## src/rtl/popcount_seq_ctrl.sv

```systemverilog
// Serial popcount sequencer: latches a WIDTH-bit operand on start and counts CHUNK bits per cycle.
// Optional build macro POPCNT_EARLY_EXIT_EN finishes as soon as no set bits remain above the current chunk.
module popcount_seq_ctrl #(
  parameter int WIDTH = 256,
  parameter int CHUNK = 8,
  parameter int CW    = $clog2(WIDTH + 1)
) (
  input  logic             clk,
  input  logic             reset,
  input  logic             start,
  input  logic [WIDTH-1:0] data_in,
  output logic             busy,
  output logic             out_valid,
  input  logic             out_ready,
  output logic [CW-1:0]    count
);

  localparam int NCHUNK = WIDTH / CHUNK;
  localparam int IW     = (NCHUNK > 1) ? $clog2(NCHUNK) : 1;
  localparam logic [IW-1:0] LAST_IDX = IW'(NCHUNK - 1);

  typedef enum logic [1:0] {IDLE, RUN, DONE} state_t;

  state_t           state_q, state_d;
  logic [WIDTH-1:0] shreg;
  logic [WIDTH-1:0] shifted;
  logic [IW-1:0]    idx;
  logic [CW-1:0]    acc;
  logic [CW-1:0]    chunk_pc;
  logic             last;

  function automatic logic [CW-1:0] popcnt(input logic [CHUNK-1:0] v);
    logic [CW-1:0] s;
    s = '0;
    for (int unsigned i = 0; i < CHUNK; i++) s = s + CW'(v[i]);
    return s;
  endfunction

  always_comb begin
    shifted  = shreg >> CHUNK;
    chunk_pc = popcnt(shreg[CHUNK-1:0]);
`ifdef POPCNT_EARLY_EXIT_EN
    last     = (idx == LAST_IDX) || (shifted == '0);
`else
    last     = (idx == LAST_IDX);
`endif
  end

  always_ff @(posedge clk) begin
    if (reset) state_q <= IDLE;
    else       state_q <= state_d;
  end

  always_comb begin
    state_d   = state_q;
    busy      = 1'b1;
    out_valid = 1'b0;
    unique case (state_q)
      IDLE: begin
        busy = 1'b0;
        if (start) state_d = RUN;
      end
      RUN: begin
        if (last) state_d = DONE;
      end
      DONE: begin
        out_valid = 1'b1;
        // start is deliberately not looked at here; a new request waits for IDLE
        if (out_ready) state_d = IDLE;
      end
      default: state_d = IDLE;
    endcase
  end

  always_ff @(posedge clk) begin
    if (reset) begin
      shreg <= '0;
      idx   <= '0;
      acc   <= '0;
    end else begin
      unique case (state_q)
        IDLE: begin
          if (start) begin
            shreg <= data_in;
            idx   <= '0;
            acc   <= '0;
          end
        end
        RUN: begin
          acc   <= acc + chunk_pc;
          shreg <= shifted;
          idx   <= idx + IW'(1);
        end
        default: ;
      endcase
    end
  end

  assign count = acc;

endmodule
```

## config.mk

```make
export PLATFORM = sky130hd
export DESIGN_NAME = popcount_seq_ctrl
export DESIGN_NICKNAME = d
export VERILOG_FILES = /design/src/rtl/popcount_seq_ctrl.sv
export SDC_FILE = /design/constraint.sdc
export NUM_CORES = 1
export LEC_CHECK = 0
export BUFFER_PORTS_ARGS = -buffer_cell sky130_fd_sc_hd__buf_2
export CORE_MARGIN = 4
export CORE_UTILIZATION = 55
export CTS_CLUSTER_DIAMETER = 150
export CTS_CLUSTER_SIZE = 30
export DETAILED_ROUTE_END_ITERATION = 16
export PLACE_DENSITY = 0.8
export SLEW_MARGIN = 20
export SYNTH_ARGS = -nofsm -noshare
export SYNTH_HDL_FRONTEND = slang
export SYNTH_SLANG_ARGS = --single-unit
```

## constraint.sdc

```tcl
create_clock -name clk -period 4.2 [get_ports clk]
set_input_delay 0.63 -clock clk [delete_from_list [all_inputs] [get_ports clk]]
set_output_delay 0.63 -clock clk [all_outputs]
set_load 0.005 [all_outputs]
```

== After elaboration in Yosys (flattened, before gate mapping) ==
Cells that the tools add are included.
Word-level totals
  flip-flop bits (word level): 272
  input port bits: 260
Cells by class
  add/sub/neg operators: 9
  equal/unequal tests: 6
  multiplexer cells: 12
  reduce and logical (&&, ||, !) cells: 4
Operator list (count)
  $pmux 256 s2: 1
  $mux 256: 1
  $pmux 9 s2: 1
  $pmux 5 s2: 1
  $add 9x8->9: 1
  $mux 9: 1
  $add 7x1->8: 1
  $add 6x1->7: 1
  $add 5x1->6: 1
  $mux 2: 3
  $ne 2x2->1 const B: 3
  $pmux 2 s3: 1
  $add 4x1->5: 1
  $add 5x1->5 const B: 1
  $eq 5x5->1 const B: 1
  $mux 5: 1
  $add 3x1->4: 1
  $add 2x1->3: 1
  $reduce_and 3->1: 1
  $add 1x1->2: 1
  $eq 2x1->1 const B: 1
  $eq 2x2->1 const B: 1
  $logic_not 2->1: 1
  $mux 1: 2
  2 further kinds: 2

== Longest topological paths before layout ==
Gate-level depths: netlist of the first run.
  depth in word-level cells: 9
  gate-level depth with buffers: 11
  mapped depth without buffers: 11

== Worst setup path after synthesis of the first run ==
OpenSTA, ideal clock, no wires.
  path kind: reg-to-reg
  start: reg acc[0] (netlist: count[0])
  end: reg acc[8] (netlist: count[8])
  data arrival time: 3467 ps
  required time: 4077 ps
  slack: 610 ps
  stages on the path, launching flop included: 11
  cells stage by stage: dfxtp_1 fa_1 inv_1 fa_1 fa_1 fa_1 fa_1 nor2b_1 o21ai_0 a211oi_2 mux2_1
Between the ends
  longest elaborated chain between the ends: 2
RTL lines
  from (decl): RTL line 28  | logic [CW-1:0] acc;
  from (signal assigned): RTL line 90  | acc <= acc + chunk_pc;
  $add 9x8->9: RTL line 90
  $pmux 9 s2: RTL line 81  | unique case (state_q)
No other way between the ends.
A chain may end at the register's enable or synchronous reset.

== Worst setup path in the final report of the first run ==
Ends and elaborated chain as after synthesis.

==> metrics.md, run 1 <==
| Metric | Value |
|---|---|
| Result of the run | `finished, final reports clean` |
| Drt first pass iters | `5` |
| Hold Buf Count CTS | `0` |
| FFs w/ async S/R, synth | `0` |
| Startpoint-to-endpoint class of the critical path | `flip-flop to flip-flop` |
| Finished Core Util | `0.614` |
| Slew margin rel. | `0.258` |
| Violation count after the first detailed-route iteration | `1246` |
| Initial core utilization | `0.558` |
| Clk_skew | `46.0 ps` |
| Vias | `13500` |
| Number of buffer cells added on primary ports | `270` |
| Count of buffers added by post-CTS timing repair for setup | `0` |
| Horizontal die dimension | `168 um` |
| Max Root-Sink Buffers | `3` |
| Final Slew Violations | `0` |
| Portion of the clock cycle consumed by the worst path in the final layout | `0.905` |
| CTS clk-pin slew, worst paths | `120 ps` |
| Resized cells post-CTS | `0` |
| Terminus of the critical flop-to-flop path | `count[8]$_SDFFE_PP0P_` |
| Worst voltage drop across the vdd grid | `0.000330 V` |
| Data required time at the worst endpoint | `4600 ps` |
| Root Buffer | `sky130_fd_sc_hd__clkbuf_16` |
| Final weighted congestion in routability-driven placement | `0.824` |
| Number of H-tree branching levels | `1` |
| Number of antenna violations at the first check in global routing | `7` |
| Number of synthesized flops with an enable pin | `0` |
| Post-synthesis cell area | `14000 um^2` |
| Avg WL per Cell | `14.3 um` |
| RSZ-0062 raised after global routing | `no` |
| Vias in the first global route | `12200` |
| Highest achievable clock rate | `263 MHz` |
| Routed via count divided by cell count | `5.39` |
| Critical path data arrival time | `4200 ps` |
| Main area contributors after synthesis | `sky130_fd_sc_hd__dfxtp_1, sky130_fd_sc_hd__nor2_1, sky130_fd_sc_hd__nor2b_1` |
| Leak | `7.15 nW` |
| Worst-margin pin slew | `1110 ps` |
| Area share of the leading cell type in the synthesized netlist | `0.388` |
| Setup Viol. Count Final | `0` |
| Yosys warns | `0` |
| Total congestion overflow after global routing | `0` |
| Maximum number of pins on one net before global-route repair | `232` |
| Worst hold-check path type | `input port to flip-flop` |
| GR met2 Demand/Resource | `0.379` |
| Worst Setup Start Kind | `flip-flop` |
| Met1 global-route usage | `0.332` |
| Die Footprint | `28200 um^2` |
| Boundary Pins | `271` |
| Post-detail-place hpwl | `22500 um` |
| Maximum Capacitance Violations | `0` |
| Share of post-route cells with drive strength above 1 | `0.150` |
| CTS tree | `yes` |
| Number of filler cells placed in the layout | `2388` |
| Final Hold Viols | `0` |
| Remaining antenna violation count | `0` |
| Busiest grt layer | `met2` |
| Detailed Route WL | `35700 um` |
| Fraction of the yosys area taken by sequential cells | `0.388` |
| Leading area contributor after synthesis | `sky130_fd_sc_hd__dfxtp_1` |
| Clock buffer count from CTS | `13` |
| Period minus WS final | `3800 ps` |
| Predominant post-synthesis flop cell | `sky130_fd_sc_hd__dfxtp_1` |
| Ratio of total power to cell area | `367 nW/um^2` |
| Skew-Pair Late Insertion Delay | `500 ps` |
| CP Capture Type | `flip-flop` |
| Die boundary height | `168 um` |
| Area added between synthesis and finish | `10.1%` |
| Combined global-route utilization of all metal layers | `0.236` |
| Number of synthesized register bits | `272` |
| Slack of the worst reg-to-reg path | `400 ps` |
| Number of distinct library cell variants in the gate-level netlist after synthesis | `40` |
| Maximum fanout encountered on the critical timing path | `3` |
| NumNets Final | `2439` |
| Setup TNS Final | `0 ps` |
| Global-route wire length before repair | `57800 um` |
| Synthesized area divided by synthesized cell count | `6.89 um^2` |
| Endpoint with the worst hold slack | `shreg[254]$_SDFFE_PP0P_` |
| Detailed-route DRC error count | `0` |
| Startpoint of the most critical hold path | `data_in[254]` |
| Number of cells traversed by the worst hold path | `3` |
| Cell depth of the worst flop-to-flop path | `10` |
| Synthesized Nets | `2312` |
| Sinks on the clock net | `272` |
| Area of the core | `25200 um^2` |
| Startpoint of the worst-slack reg-to-reg timing path | `count[0]$_SDFFE_PP0P_` |
| Site Rows | `58` |
| Number of instances in the synthesized netlist | `2039` |
| Met3 Use GR | `0.0517` |
## per-layer routing
layer / wire length (um) / vias up
li1: - / 6800
met1: 16000 / 6231
met2: 16400 / 369
met3: 2650 / 47
met4: 528 / 14
met5: 101 / -
## critical path: stages (launching register included)
cell                       delay (ps)
sky130_fd_sc_hd__dfxtp_1          360
sky130_fd_sc_hd__fa_1             550
sky130_fd_sc_hd__inv_1             50
sky130_fd_sc_hd__fa_1             500
sky130_fd_sc_hd__fa_1             430
sky130_fd_sc_hd__fa_1             430
sky130_fd_sc_hd__fa_1             470
sky130_fd_sc_hd__nor2b_1          120
sky130_fd_sc_hd__o21ai_0          170
sky130_fd_sc_hd__a211oi_2         290
sky130_fd_sc_hd__mux2_1           350
## cell usage in the layout, fill, tap and decap left out, types with 12 or more instances in the layout
master                      Yosys  routed
sky130_fd_sc_hd__a21oi_1      254     254
sky130_fd_sc_hd__a22oi_1       12      12
sky130_fd_sc_hd__buf_2         44     268
sky130_fd_sc_hd__clkbuf_16      0      13
sky130_fd_sc_hd__dfxtp_1      272     270
sky130_fd_sc_hd__inv_1         14      14
sky130_fd_sc_hd__nor2_1       767     767
sky130_fd_sc_hd__nor2b_1      252     252
sky130_fd_sc_hd__nor3_1       231     231
sky130_fd_sc_hd__nor3_2        13      13
## through the flow
stage          instance area [um^2]  hold slack (ps)  power [W]  worst slack [ps]  instances
3_5_place_dp                  15100              479    0.00429               442       2481
2_1_floorplan                 14000              466    0.00398               610       2039
5_1_grt                       15500              351    0.00602               236       2496
4_1_cts                       15500              359    0.00571               406       2496
3_3_place_gp                  15100              475    0.00425               502       2481
6_report                      15500              376    0.00567               398       2497
## power by group
group,switching (W),internal (W)
registers,0.000151,0.00283
logic,0.000707,0.000547
clock network,0.000855,0.000583
## cell type report
cell class              count  area (um^2)  share of cell area
inverters                  14         52.6             0.00340
clock buffers              14          329              0.0213
multi-input cells        1580         7640               0.494
flip-flops and latches    272         5450               0.353
diodes                      1         2.50            0.000162
repair buffers            285         1540              0.0997
clock inverters             1         30.0             0.00194
well taps                 330          413              0.0267
## synthesized netlist by cell type, types with 2 or more instances
| library cell | instances |
|---|---|
| sky130_fd_sc_hd__nor3_2 | 13 |
| sky130_fd_sc_hd__buf_1 | 3 |
| sky130_fd_sc_hd__nand3b_1 | 2 |
| sky130_fd_sc_hd__nor2_1 | 767 |
| sky130_fd_sc_hd__inv_1 | 14 |
| sky130_fd_sc_hd__buf_2 | 44 |
| sky130_fd_sc_hd__a211oi_1 | 6 |
| sky130_fd_sc_hd__dfxtp_1 | 272 |
| sky130_fd_sc_hd__nor3b_1 | 4 |
| sky130_fd_sc_hd__nor2b_1 | 252 |
| sky130_fd_sc_hd__a22oi_1 | 12 |
| sky130_fd_sc_hd__ha_1 | 8 |
| sky130_fd_sc_hd__mux2_2 | 3 |
| sky130_fd_sc_hd__o21ai_0 | 2 |
| sky130_fd_sc_hd__a21oi_1 | 254 |
| sky130_fd_sc_hd__buf_6 | 25 |
| sky130_fd_sc_hd__fa_1 | 5 |
| sky130_fd_sc_hd__clkbuf_1 | 96 |
| sky130_fd_sc_hd__buf_4 | 5 |
| sky130_fd_sc_hd__nor3_1 | 231 |
| sky130_fd_sc_hd__o21a_1 | 2 |
## state kept, by name, summed over array words and instances (netlist names)
register / cells
shreg: 256
state_q: 2
count: 9
idx: 5
## kinds of logic (layout without fill, tap and decap cells)
| kind of cell | Yosys count | after routing | synth area share |
|---|---|---|---|
| AND/OR/NAND/NOR | 1279 | 1279 | 0.419 |
| AO/OA/AOI/OAI | 281 | 281 | 0.105 |
| flip-flops | 272 | 272 | 0.388 |
| buffers and inverters | 187 | 314 | 0.0686 |
| adder cells (fa/ha/maj) | 13 | 13 | 0.0143 |
| multiplexers | 6 | 6 | 0.00499 |
| XOR/XNOR | 1 | 1 | 0.000624 |
| other | 0 | 1 | 0 |
## worst max-delay path by stage
stage / from / to / slack (ps) / cells after the start
after floorplan: count[0]$_SDFFE_PP0P_ / count[8]$_SDFFE_PP0P_ / 610 / 10
after global routing: count[0]$_SDFFE_PP0P_ / count[8]$_SDFFE_PP0P_ / 240 / 10
final: count[0]$_SDFFE_PP0P_ / count[8]$_SDFFE_PP0P_ / 400 / 10
after detailed placement: count[0]$_SDFFE_PP0P_ / count[8]$_SDFFE_PP0P_ / 440 / 10
after global placement: count[0]$_SDFFE_PP0P_ / count[8]$_SDFFE_PP0P_ / 500 / 10
after CTS: count[0]$_SDFFE_PP0P_ / count[8]$_SDFFE_PP0P_ / 410 / 10
Note: power is estimated with default switching activity, not from simulation.
==> inputs of run 2 (changes only) <==
- ABC_AREA: unset -> 1
- CORE_UTILIZATION: 55 -> 54
- PLACE_DENSITY: 0.8 -> 0.81
==> run 2 against run 1 <==
Core utilization increased by 1.1 points. Hold slack about the same. Clock skew decreased by 7.8 ps. Non-clock buffer count decreased by 5. Via count decreased by 15%. Critical path depth increased by 3. Largest power group unchanged. Final area decreased by 12%. Global-route usage decreased by 0.12 points.
==> metrics.md, run 2 <==
| Metric | Value |
|---|---|
| Max Root-Sink Buffers | `3 (unchanged)` |
| Post-detail-place hpwl | `19800 um (was 22500 um)` |
| Clk_skew | `38.2 ps (was 46.0 ps)` |
| Combined global-route utilization of all metal layers | `0.234 (was 0.236)` |
| Final Hold Viols | `0 (unchanged)` |
| Skew-Pair Late Insertion Delay | `490 ps (was 500 ps)` |
| Remaining antenna violation count | `0 (unchanged)` |
| Die Footprint | `24500 um^2 (was 28200 um^2)` |
| Portion of total power attributed to the clock network | `0.276 (was 0.253)` |
| Yosys warns | `0 (unchanged)` |
| Main area contributors after synthesis | `sky130_fd_sc_hd__dfxtp_1, sky130_fd_sc_hd__nand2_1, sky130_fd_sc_hd__nand3_1 (was sky130_fd_sc_hd__dfxtp_1, sky130_fd_sc_hd__nor2_1, sky130_fd_sc_hd__nor2b_1)` |
| Final Slew Violations | `0 (unchanged)` |
| Most used cells in the layout excluding fill and tap cells | `sky130_fd_sc_hd__nand2_1, sky130_fd_sc_hd__dfxtp_1, sky130_fd_sc_hd__buf_2, sky130_fd_sc_hd__inv_1, sky130_fd_sc_hd__nand3_1 (was sky130_fd_sc_hd__nor2_1, sky130_fd_sc_hd__dfxtp_1, sky130_fd_sc_hd__buf_2, sky130_fd_sc_hd__a21oi_1, sky130_fd_sc_hd__nor2b_1)` |
| Total congestion overflow after global routing | `0 (unchanged)` |
| Vias in the first global route | `10500 (was 12200)` |
| Slowest stage cell, crit path | `sky130_fd_sc_hd__fa_1 (unchanged)` |
| Worst-margin pin slew | `1470 ps (was 1110 ps)` |
| Count of buffers added by post-CTS timing repair for setup | `0 (unchanged)` |
| Violation count after the first detailed-route iteration | `981 (was 1246)` |
| Number of buffer cells added on primary ports | `270 (unchanged)` |
| Vias | `11500 (was 13500)` |
| Number of antenna violations at the first check in global routing | `4 (was 7)` |
| Worst Setup Start Kind | `flip-flop (unchanged)` |
| Maximum number of pins on one net before global-route repair | `263 (was 232)` |
| Resized cells post-CTS | `0 (unchanged)` |
| Finished Core Util | `0.624 (was 0.614)` |
| Global-route wire length before repair | `49200 um (was 57800 um)` |
| Number of filler cells placed in the layout | `1998 (was 2388)` |
| FFs w/ async S/R, synth | `0 (unchanged)` |
| Most flops, register | `shreg (unchanged)` |
| Drt first pass iters | `5 (unchanged)` |
| Worst voltage drop across the vdd grid | `0.000308 V (was 0.000330 V)` |
| Internal power | `0.00366 W (was 0.00396 W)` |
| Avg WL per Cell | `13.6 um (was 14.3 um)` |
| Share of post-route cells with drive strength above 1 | `0.159 (was 0.150)` |
| Worst hold-check path type | `input port to flip-flop (unchanged)` |
| Initial core utilization | `0.548 (was 0.558)` |
| Clock buffer count from CTS | `13 (unchanged)` |
| Leading area contributor after synthesis | `sky130_fd_sc_hd__dfxtp_1 (unchanged)` |
| Ratio of total power to cell area | `374 nW/um^2 (was 367 nW/um^2)` |
| Setup Viol. Count Final | `0 (unchanged)` |
| Net Sw Power | `0.00142 W (was 0.00171 W)` |
| Detailed Route WL | `30000 um (was 35700 um)` |
| Cell chain of the critical path | `fa_1 -> inv_1 -> fa_1 -> fa_1 -> fa_1 -> fa_1 -> inv_1 -> nand3_1 -> nand2_1 -> nand3_1 -> nand2_1 -> nand2_1 -> nor2_1 (was fa_1 -> inv_1 -> fa_1 -> fa_1 -> fa_1 -> fa_1 -> nor2b_1 -> o21ai_0 -> a211oi_2 -> mux2_1)` |
| Data required time at the worst endpoint | `4640 ps (was 4600 ps)` |
| NumNets Final | `2193 (was 2439)` |
| Most common library cell in the layout ignoring fill and taps | `sky130_fd_sc_hd__nand2_1 (was sky130_fd_sc_hd__nor2_1)` |
| Period minus WS final | `3550 ps (was 3800 ps)` |
| Net switching share of the total power | `0.279 (was 0.302)` |
| Post-synthesis cell area | `11900 um^2 (was 14000 um^2)` |
| Maximum fanout encountered on the critical timing path | `5 (was 3)` |
| Predominant post-synthesis flop cell | `sky130_fd_sc_hd__dfxtp_1 (unchanged)` |
| Boundary Pins | `271 (unchanged)` |
| Fraction of power consumed by sequential logic | `0.562 (was 0.526)` |
| Area added between synthesis and finish | `13.9% (was 10.1%)` |
| Top-count cell post-synth | `sky130_fd_sc_hd__nand2_1 (was sky130_fd_sc_hd__nor2_1)` |
| Number of synthesized register bits | `272 (unchanged)` |
| Total area of sequential cells | `5450 um^2 (about the same)` |
| Site Rows | `54 (was 58)` |
| Area share of the leading cell type in the synthesized netlist | `0.457 (was 0.388)` |
| Fraction of the yosys area taken by sequential cells | `0.457 (was 0.388)` |
| Horizontal die dimension | `157 um (was 168 um)` |
| Number of flip-flops in the largest register | `256 (unchanged)` |
| Portion of the clock cycle consumed by the worst path in the final layout | `0.846 (was 0.905)` |
| Synthesized Nets | `2012 (was 2312)` |
| Number of distinct library cell variants in the gate-level netlist after synthesis | `26 (was 40)` |
| Final weighted congestion in routability-driven placement | `0.844 (was 0.824)` |
| Maximum Capacitance Violations | `0 (unchanged)` |
| Die boundary height | `157 um (was 168 um)` |
| CTS clk-pin slew, worst paths | `120 ps (about the same)` |
| Sinks on the clock net | `272 (unchanged)` |
| Detailed-route DRC error count | `0 (unchanged)` |
| Number of instances in the synthesized netlist | `1739 (was 2039)` |
| Setup TNS Final | `0 ps (unchanged)` |
| Power share of the combinational group | `0.161 (was 0.221)` |
| Footprint of the multi-input gates | `5310 um^2 (was 7640 um^2)` |
| Synthesized area divided by synthesized cell count | `6.86 um^2 (was 6.89 um^2)` |
| Startpoint-to-endpoint class of the critical path | `flip-flop to flip-flop (unchanged)` |
| Area of the core | `21800 um^2 (was 25200 um^2)` |
| Highest achievable clock rate | `281 MHz (was 263 MHz)` |
| Critical path data arrival time | `3990 ps (was 4200 ps)` |
| CTS tree | `yes (unchanged)` |
| CP Capture Type | `flip-flop (unchanged)` |
| Cell types with the highest counts after synthesis | `sky130_fd_sc_hd__nand2_1, sky130_fd_sc_hd__dfxtp_1, sky130_fd_sc_hd__inv_1 (was sky130_fd_sc_hd__nor2_1, sky130_fd_sc_hd__dfxtp_1, sky130_fd_sc_hd__a21oi_1)` |
| RSZ-0062 raised after global routing | `no (unchanged)` |
| Root Buffer | `sky130_fd_sc_hd__clkbuf_16 (unchanged)` |
| Number of H-tree branching levels | `1 (unchanged)` |
| Largest stage delay on the critical path | `540 ps (was 550 ps)` |
| Result of the run | `finished, final reports clean (unchanged)` |
| Most used cell along the critical path | `sky130_fd_sc_hd__fa_1 (unchanged)` |
| Hold Buf Count CTS | `0 (unchanged)` |
| Number of synthesized flops with an enable pin | `0 (unchanged)` |
| Slew margin rel. | `0.0170 (was 0.258)` |
| Leak | `6.84 nW (was 7.15 nW)` |
| Routed via count divided by cell count | `5.20 (was 5.39)` |
==> run 2: cell types whose count changed after synthesis, sizes merged, moves of 8 or more <==
cell and delta:
nor2 -755, a22oi +45, a31oi +58, a21oi -176
nand2 +812, inv +151, buf +8, nor2b -252
clkbuf -67, nor3 -243, nand3 +137
==> run 2: final timing paths <==
kind | from | to | slack (ps) | cells after the start
setup / recovery | count[0]$_SDFFE_PP0P_ | count[8]$_SDFFE_PP0P_ | 650 | 13
hold / removal | data_in[254] | shreg[254]$_SDFFE_PP0P_ | 380 | 3
setup reg to reg | count[0]$_SDFFE_PP0P_ | count[8]$_SDFFE_PP0P_ | 650 | 13
hold reg to reg | shreg[215]$_SDFFE_PP0P_ | shreg[215]$_SDFFE_PP0P_ | 470 | 2
==> run 2: worst max-delay path: cells and delay by family (launching register included) <==
family,cells,cell delay [ps]
AND/OR/NAND/NOR,6,620
buffers and inverters,2,150
flip-flops,1,360
adder cells (fa/ha/maj),5,2370
==> run 2: metrics by stage <==
stage	instance area [um^2]	power (W)	setup slack [ps]	hold WS, ps	cells
6_report	13600	0.00507	646	376	2201
4_1_cts	13600	0.00512	674	359	2200
3_5_place_dp	13200	0.00373	731	454	2185
2_1_floorplan	11900	0.00347	962	440	1739
3_3_place_gp	13200	0.00371	805	450	2185
5_1_grt	13600	0.00534	480	367	2201
==> run 2: cells by family (layout without fill, tap and decap cells) <==
kind of cell / after synthesis / in the layout / synth area share
AO/OA/AOI/OAI: 203 / 203 / 0.104
AND/OR/NAND/NOR: 972 / 972 / 0.324
buffers and inverters: 279 / 460 / 0.0981
adder cells (fa/ha/maj): 13 / 13 / 0.0168
flip-flops: 272 / 272 / 0.457
other: 0 / 1 / 0
==> run 2: layout make-up <==
| class | instances | share of cell area |
|---|---|---|
| flip-flops and latches | 272 | 0.401 |
| clock buffers | 13 | 0.0239 |
| clock inverters | 2 | 0.00286 |
| well taps | 280 | 0.0258 |
| repair buffers | 280 | 0.109 |
| inverters | 165 | 0.0465 |
| multi-input cells | 1188 | 0.391 |
| diodes | 1 | 0.000184 |
==> run 2: per-layer routing <==
| layer | part of all wire | vias up | wire [um] | global-route usage |
|---|---|---|---|---|
| li1 | - | 5804 | - | - |
| met1 | 0.43 | 5231 | 12900 | 0.316 |
| met2 | 0.48 | 359 | 14300 | 0.392 |
| met3 | 0.074 | 53 | 2230 | 0.0420 |
| met4 | 0.021 | 6 | 627 | 0.0599 |
| met5 | 0.00093 | - | 28 | 0 |
==> run 2: power groups by stage <==
stage	combinational [W]	clock (W)	sequential, W
after floorplan	0.000579	0	0.00289
after detailed placement	0.000819	0	0.00291
after global routing	0.000933	0.00153	0.00288
after global placement	0.000801	0	0.00290
final	0.000819	0.00140	0.00285
after CTS	0.000825	0.00144	0.00285
==> inputs of run 3 (changes only) <==
- CORE_UTILIZATION: 54 -> 49
- PLACE_DENSITY: 0.81 -> 0.77
- clock period: 4.2 -> 2.94 ns (I/O delays scaled with it)
==> run 3 against run 2 <==
The flow now finishes with violations (negative setup slack). Global-route usage is 2.0 points lower. Register-to-register slack worse by 940 ps. Clock power is 43% higher. Sequential power is 43% higher. Combinational power is 48% higher. Largest cell class unchanged.
==> metrics.md, run 3 (synthesis results as in run 2) <==
| Metric | Value |
|---|---|
| Worst voltage drop across the vdd grid | `0.000500 V (was 0.000308 V)` |
| CP Capture Type | `flip-flop (unchanged)` |
| Net switching share of the total power | `0.280 (was 0.279)` |
| Initial core utilization | `0.503 (was 0.548)` |
| Startpoint-to-endpoint class of the critical path | `flip-flop to flip-flop (unchanged)` |
| Worst hold-check path type | `input port to flip-flop (unchanged)` |
| Number of instances in the placed design | `2230 (was 2185)` |
| Site Rows | `56 (was 54)` |
| Sinks on the clock net | `272 (unchanged)` |
| Portion of the clock cycle consumed by the worst path in the final layout | `1.10 (was 0.846)` |
| Number of H-tree branching levels | `1 (unchanged)` |
| NumNets Final | `2200 (was 2193)` |
| Worst slack, placed | `-346 ps (was 731 ps)` |
| Remaining antenna violation count | `0 (unchanged)` |
| Number of flip-flops in the largest register | `256 (unchanged)` |
| Final Hold Viols | `0 (unchanged)` |
| Worst-margin pin slew | `1220 ps (was 1470 ps)` |
| Horizontal die dimension | `164 um (was 157 um)` |
| Most flops, register | `shreg (unchanged)` |
| Fin Hold WS | `199 ps (was 376 ps)` |
| Post-detail-place hpwl | `20100 um (was 19800 um)` |
| Portion of total power attributed to the clock network | `0.274 (was 0.276)` |
| Data required time at the worst endpoint | `3380 ps (was 4640 ps)` |
| Area of all placed cells without fillers | `13800 um^2 (was 13600 um^2)` |
| Maximum Capacitance Violations | `0 (unchanged)` |
| Highest achievable clock rate | `309 MHz (was 281 MHz)` |
| Maximum number of pins on one net before global-route repair | `263 (unchanged)` |
| Vias | `11400 (was 11500)` |
| Area after detailed placement | `13400 um^2 (was 13200 um^2)` |
| Result of the run | `finished with violations (was finished, final reports clean)` |
| Net Sw Power | `0.00204 W (was 0.00142 W)` |
| Total area of sequential cells | `5450 um^2 (about the same)` |
| Violation count after the first detailed-route iteration | `1074 (was 981)` |
| Internal power | `0.00525 W (was 0.00366 W)` |
| Total congestion overflow after global routing | `0 (unchanged)` |
| Slew margin rel. | `0.189 (was 0.0170)` |
| Most common library cell in the layout ignoring fill and taps | `sky130_fd_sc_hd__nand2_1 (unchanged)` |
| Startpoint of the most critical hold path | `data_in[249] (was data_in[254])` |
| Share of post-route cells with drive strength above 1 | `0.167 (was 0.159)` |
| Die Footprint | `26900 um^2 (was 24500 um^2)` |
| Slack of the worst reg-to-reg path | `-290 ps (was 650 ps)` |
| Startpoint of the worst-slack reg-to-reg timing path | `shreg[2]$_SDFFE_PP0P_ (was count[0]$_SDFFE_PP0P_)` |
| Area of the core | `23700 um^2 (was 21800 um^2)` |
| Non-filler cells, final | `2249 (was 2201)` |
| Endpoint with the worst hold slack | `shreg[249]$_SDFFE_PP0P_ (was shreg[254]$_SDFFE_PP0P_)` |
| Period minus WS final | `3230 ps (was 3550 ps)` |
| Global-route wire length before repair | `49000 um (was 49200 um)` |
| CTS tree | `yes (unchanged)` |
| Leak | `6.90 nW (was 6.84 nW)` |
| Drt first pass iters | `6 (was 5)` |
| Setup Viol. Count Final | `5 (was 0)` |
| Detailed Route WL | `30500 um (was 30000 um)` |
| Area added between synthesis and finish | `15.5% (was 13.9%)` |
| Ratio of total power to cell area | `529 nW/um^2 (was 374 nW/um^2)` |
| Critical path data arrival time | `3670 ps (was 3990 ps)` |
| Number of antenna violations at the first check in global routing | `7 (was 4)` |
| Clk_skew | `45.6 ps (was 38.2 ps)` |
| Detailed-route DRC error count | `0 (unchanged)` |
| Worst Slack Setup Final | `-294 ps (was 646 ps)` |
| Power share of the combinational group | `0.166 (was 0.161)` |
| Worst Setup Start Kind | `flip-flop (unchanged)` |
| Footprint of the multi-input gates | `5350 um^2 (was 5310 um^2)` |
| Die boundary height | `164 um (was 157 um)` |
| Routed via count divided by cell count | `5.08 (was 5.20)` |
| Finished Core Util | `0.581 (was 0.624)` |
| Final weighted congestion in routability-driven placement | `0.822 (was 0.844)` |
| Most used cells in the layout excluding fill and tap cells | `sky130_fd_sc_hd__nand2_1, sky130_fd_sc_hd__dfxtp_1, sky130_fd_sc_hd__buf_2, sky130_fd_sc_hd__inv_1, sky130_fd_sc_hd__nand3_1 (unchanged)` |
| Fraction of power consumed by sequential logic | `0.559 (was 0.562)` |
| Number of buffer cells added on primary ports | `270 (unchanged)` |
| Max Root-Sink Buffers | `3 (unchanged)` |
| Cell depth of the worst flop-to-flop path | `13 (unchanged)` |
| Clock buffer count from CTS | `13 (unchanged)` |
| Number of cells traversed by the worst hold path | `3 (unchanged)` |
| Vias in the first global route | `10300 (was 10500)` |
| Number of filler cells placed in the layout | `2310 (was 1998)` |
| Root Buffer | `sky130_fd_sc_hd__clkbuf_16 (unchanged)` |
| Boundary Pins | `271 (unchanged)` |
| RSZ-0062 raised after global routing | `yes (was no)` |
| Final Slew Violations | `0 (unchanged)` |
| CTS clk-pin slew, worst paths | `120 ps (about the same)` |
| Combined global-route utilization of all metal layers | `0.214 (was 0.234)` |
| Skew-Pair Late Insertion Delay | `490 ps (about the same)` |
| Violated checks | `negative setup slack` |
| Maximum fanout encountered on the critical timing path | `5 (unchanged)` |
| Avg WL per Cell | `13.6 um (about the same)` |
| Terminus of the critical flop-to-flop path | `count[8]$_SDFFE_PP0P_ (unchanged)` |
-- run 3: cell types whose count changed in the layout (fill, tap and decap cells not counted), sizes merged --
cell | previous run | this run
buf | 280 | 287
diode | 1 | 4
inv | 166 | 165
-- run 3: cell type report --
| cell class | count | share of cell area |
|---|---|---|
| Inverter | 165 | 0.0459 |
| Tap cell | 319 | 0.0290 |
| Sequential cell | 272 | 0.396 |
| Timing Repair Buffer | 287 | 0.115 |
| Clock inverter | 1 | 0.00218 |
| Clock buffer | 13 | 0.0236 |
| Antenna cell | 4 | 0.000727 |
| Multi-Input combinational cell | 1188 | 0.388 |
-- run 3: how the worst max path moves through the flow --
stage | cells after the start | slack, ps | end | startpoint
floorplan | 13 | -160 | count[8]$_SDFFE_PP0P_ | shreg[2]$_SDFFE_PP0P_
global placement | 13 | -300 | count[8]$_SDFFE_PP0P_ | shreg[2]$_SDFFE_PP0P_
detailed placement | 13 | -350 | count[8]$_SDFFE_PP0P_ | shreg[2]$_SDFFE_PP0P_
CTS | 13 | -300 | count[8]$_SDFFE_PP0P_ | shreg[2]$_SDFFE_PP0P_
global route | 13 | -430 | count[8]$_SDFFE_PP0P_ | shreg[2]$_SDFFE_PP0P_
finish | 13 | -290 | count[8]$_SDFFE_PP0P_ | shreg[2]$_SDFFE_PP0P_
-- run 3: timing repair --
item / 4_1_cts / 5_1_grt
resized for setup: 1 / 1
buffers inserted: 0 / 1
endpoints found under the setup margin: 5 / 6
pin swaps: 4 / 2
hold buffers: 0 / 0
-- run 3: routing by layer --
metal / vias up / GRT usage / routed length [um]
li1: 5820 / - / -
met1: 5235 / 0.295 / 13600
met2: 329 / 0.357 / 14400
met3: 40 / 0.0319 / 1930
met4: 6 / 0.0515 / 577
met5: - / 0 / 31
-- run 3: critical path: stages (launching register included) --
cell	delay [ps]
sky130_fd_sc_hd__dfxtp_2	350
sky130_fd_sc_hd__fa_1	530
sky130_fd_sc_hd__inv_1	50
sky130_fd_sc_hd__fa_1	500
sky130_fd_sc_hd__fa_1	430
sky130_fd_sc_hd__fa_2	370
sky130_fd_sc_hd__fa_2	350
sky130_fd_sc_hd__inv_2	80
sky130_fd_sc_hd__nand3_2	80
sky130_fd_sc_hd__nand2_4	100
sky130_fd_sc_hd__nand3_2	80
sky130_fd_sc_hd__nand2_1	100
sky130_fd_sc_hd__nand2_1	50
sky130_fd_sc_hd__nor2_1	110
-- run 3: power groups by stage --
| stage | Clock, W | Sequential (W) | Combinational, W |
|---|---|---|---|
| after global placement | 0 | 0.00415 | 0.00119 |
| final | 0.00200 | 0.00408 | 0.00121 |
| after CTS | 0.00207 | 0.00408 | 0.00122 |
| after detailed placement | 0 | 0.00416 | 0.00121 |
| after floorplan | 0 | 0.00412 | 0.000839 |
| after global routing | 0.00220 | 0.00411 | 0.00137 |
-- run 3: stage by stage --
step,total power (W),setup TNS [ps]
floorplan,0.00496,-476
detailed placement,0.00537,-1340
global placement,0.00534,-1090
finish,0.00729,-1160
CTS,0.00736,-1060
global route,0.00768,-1710
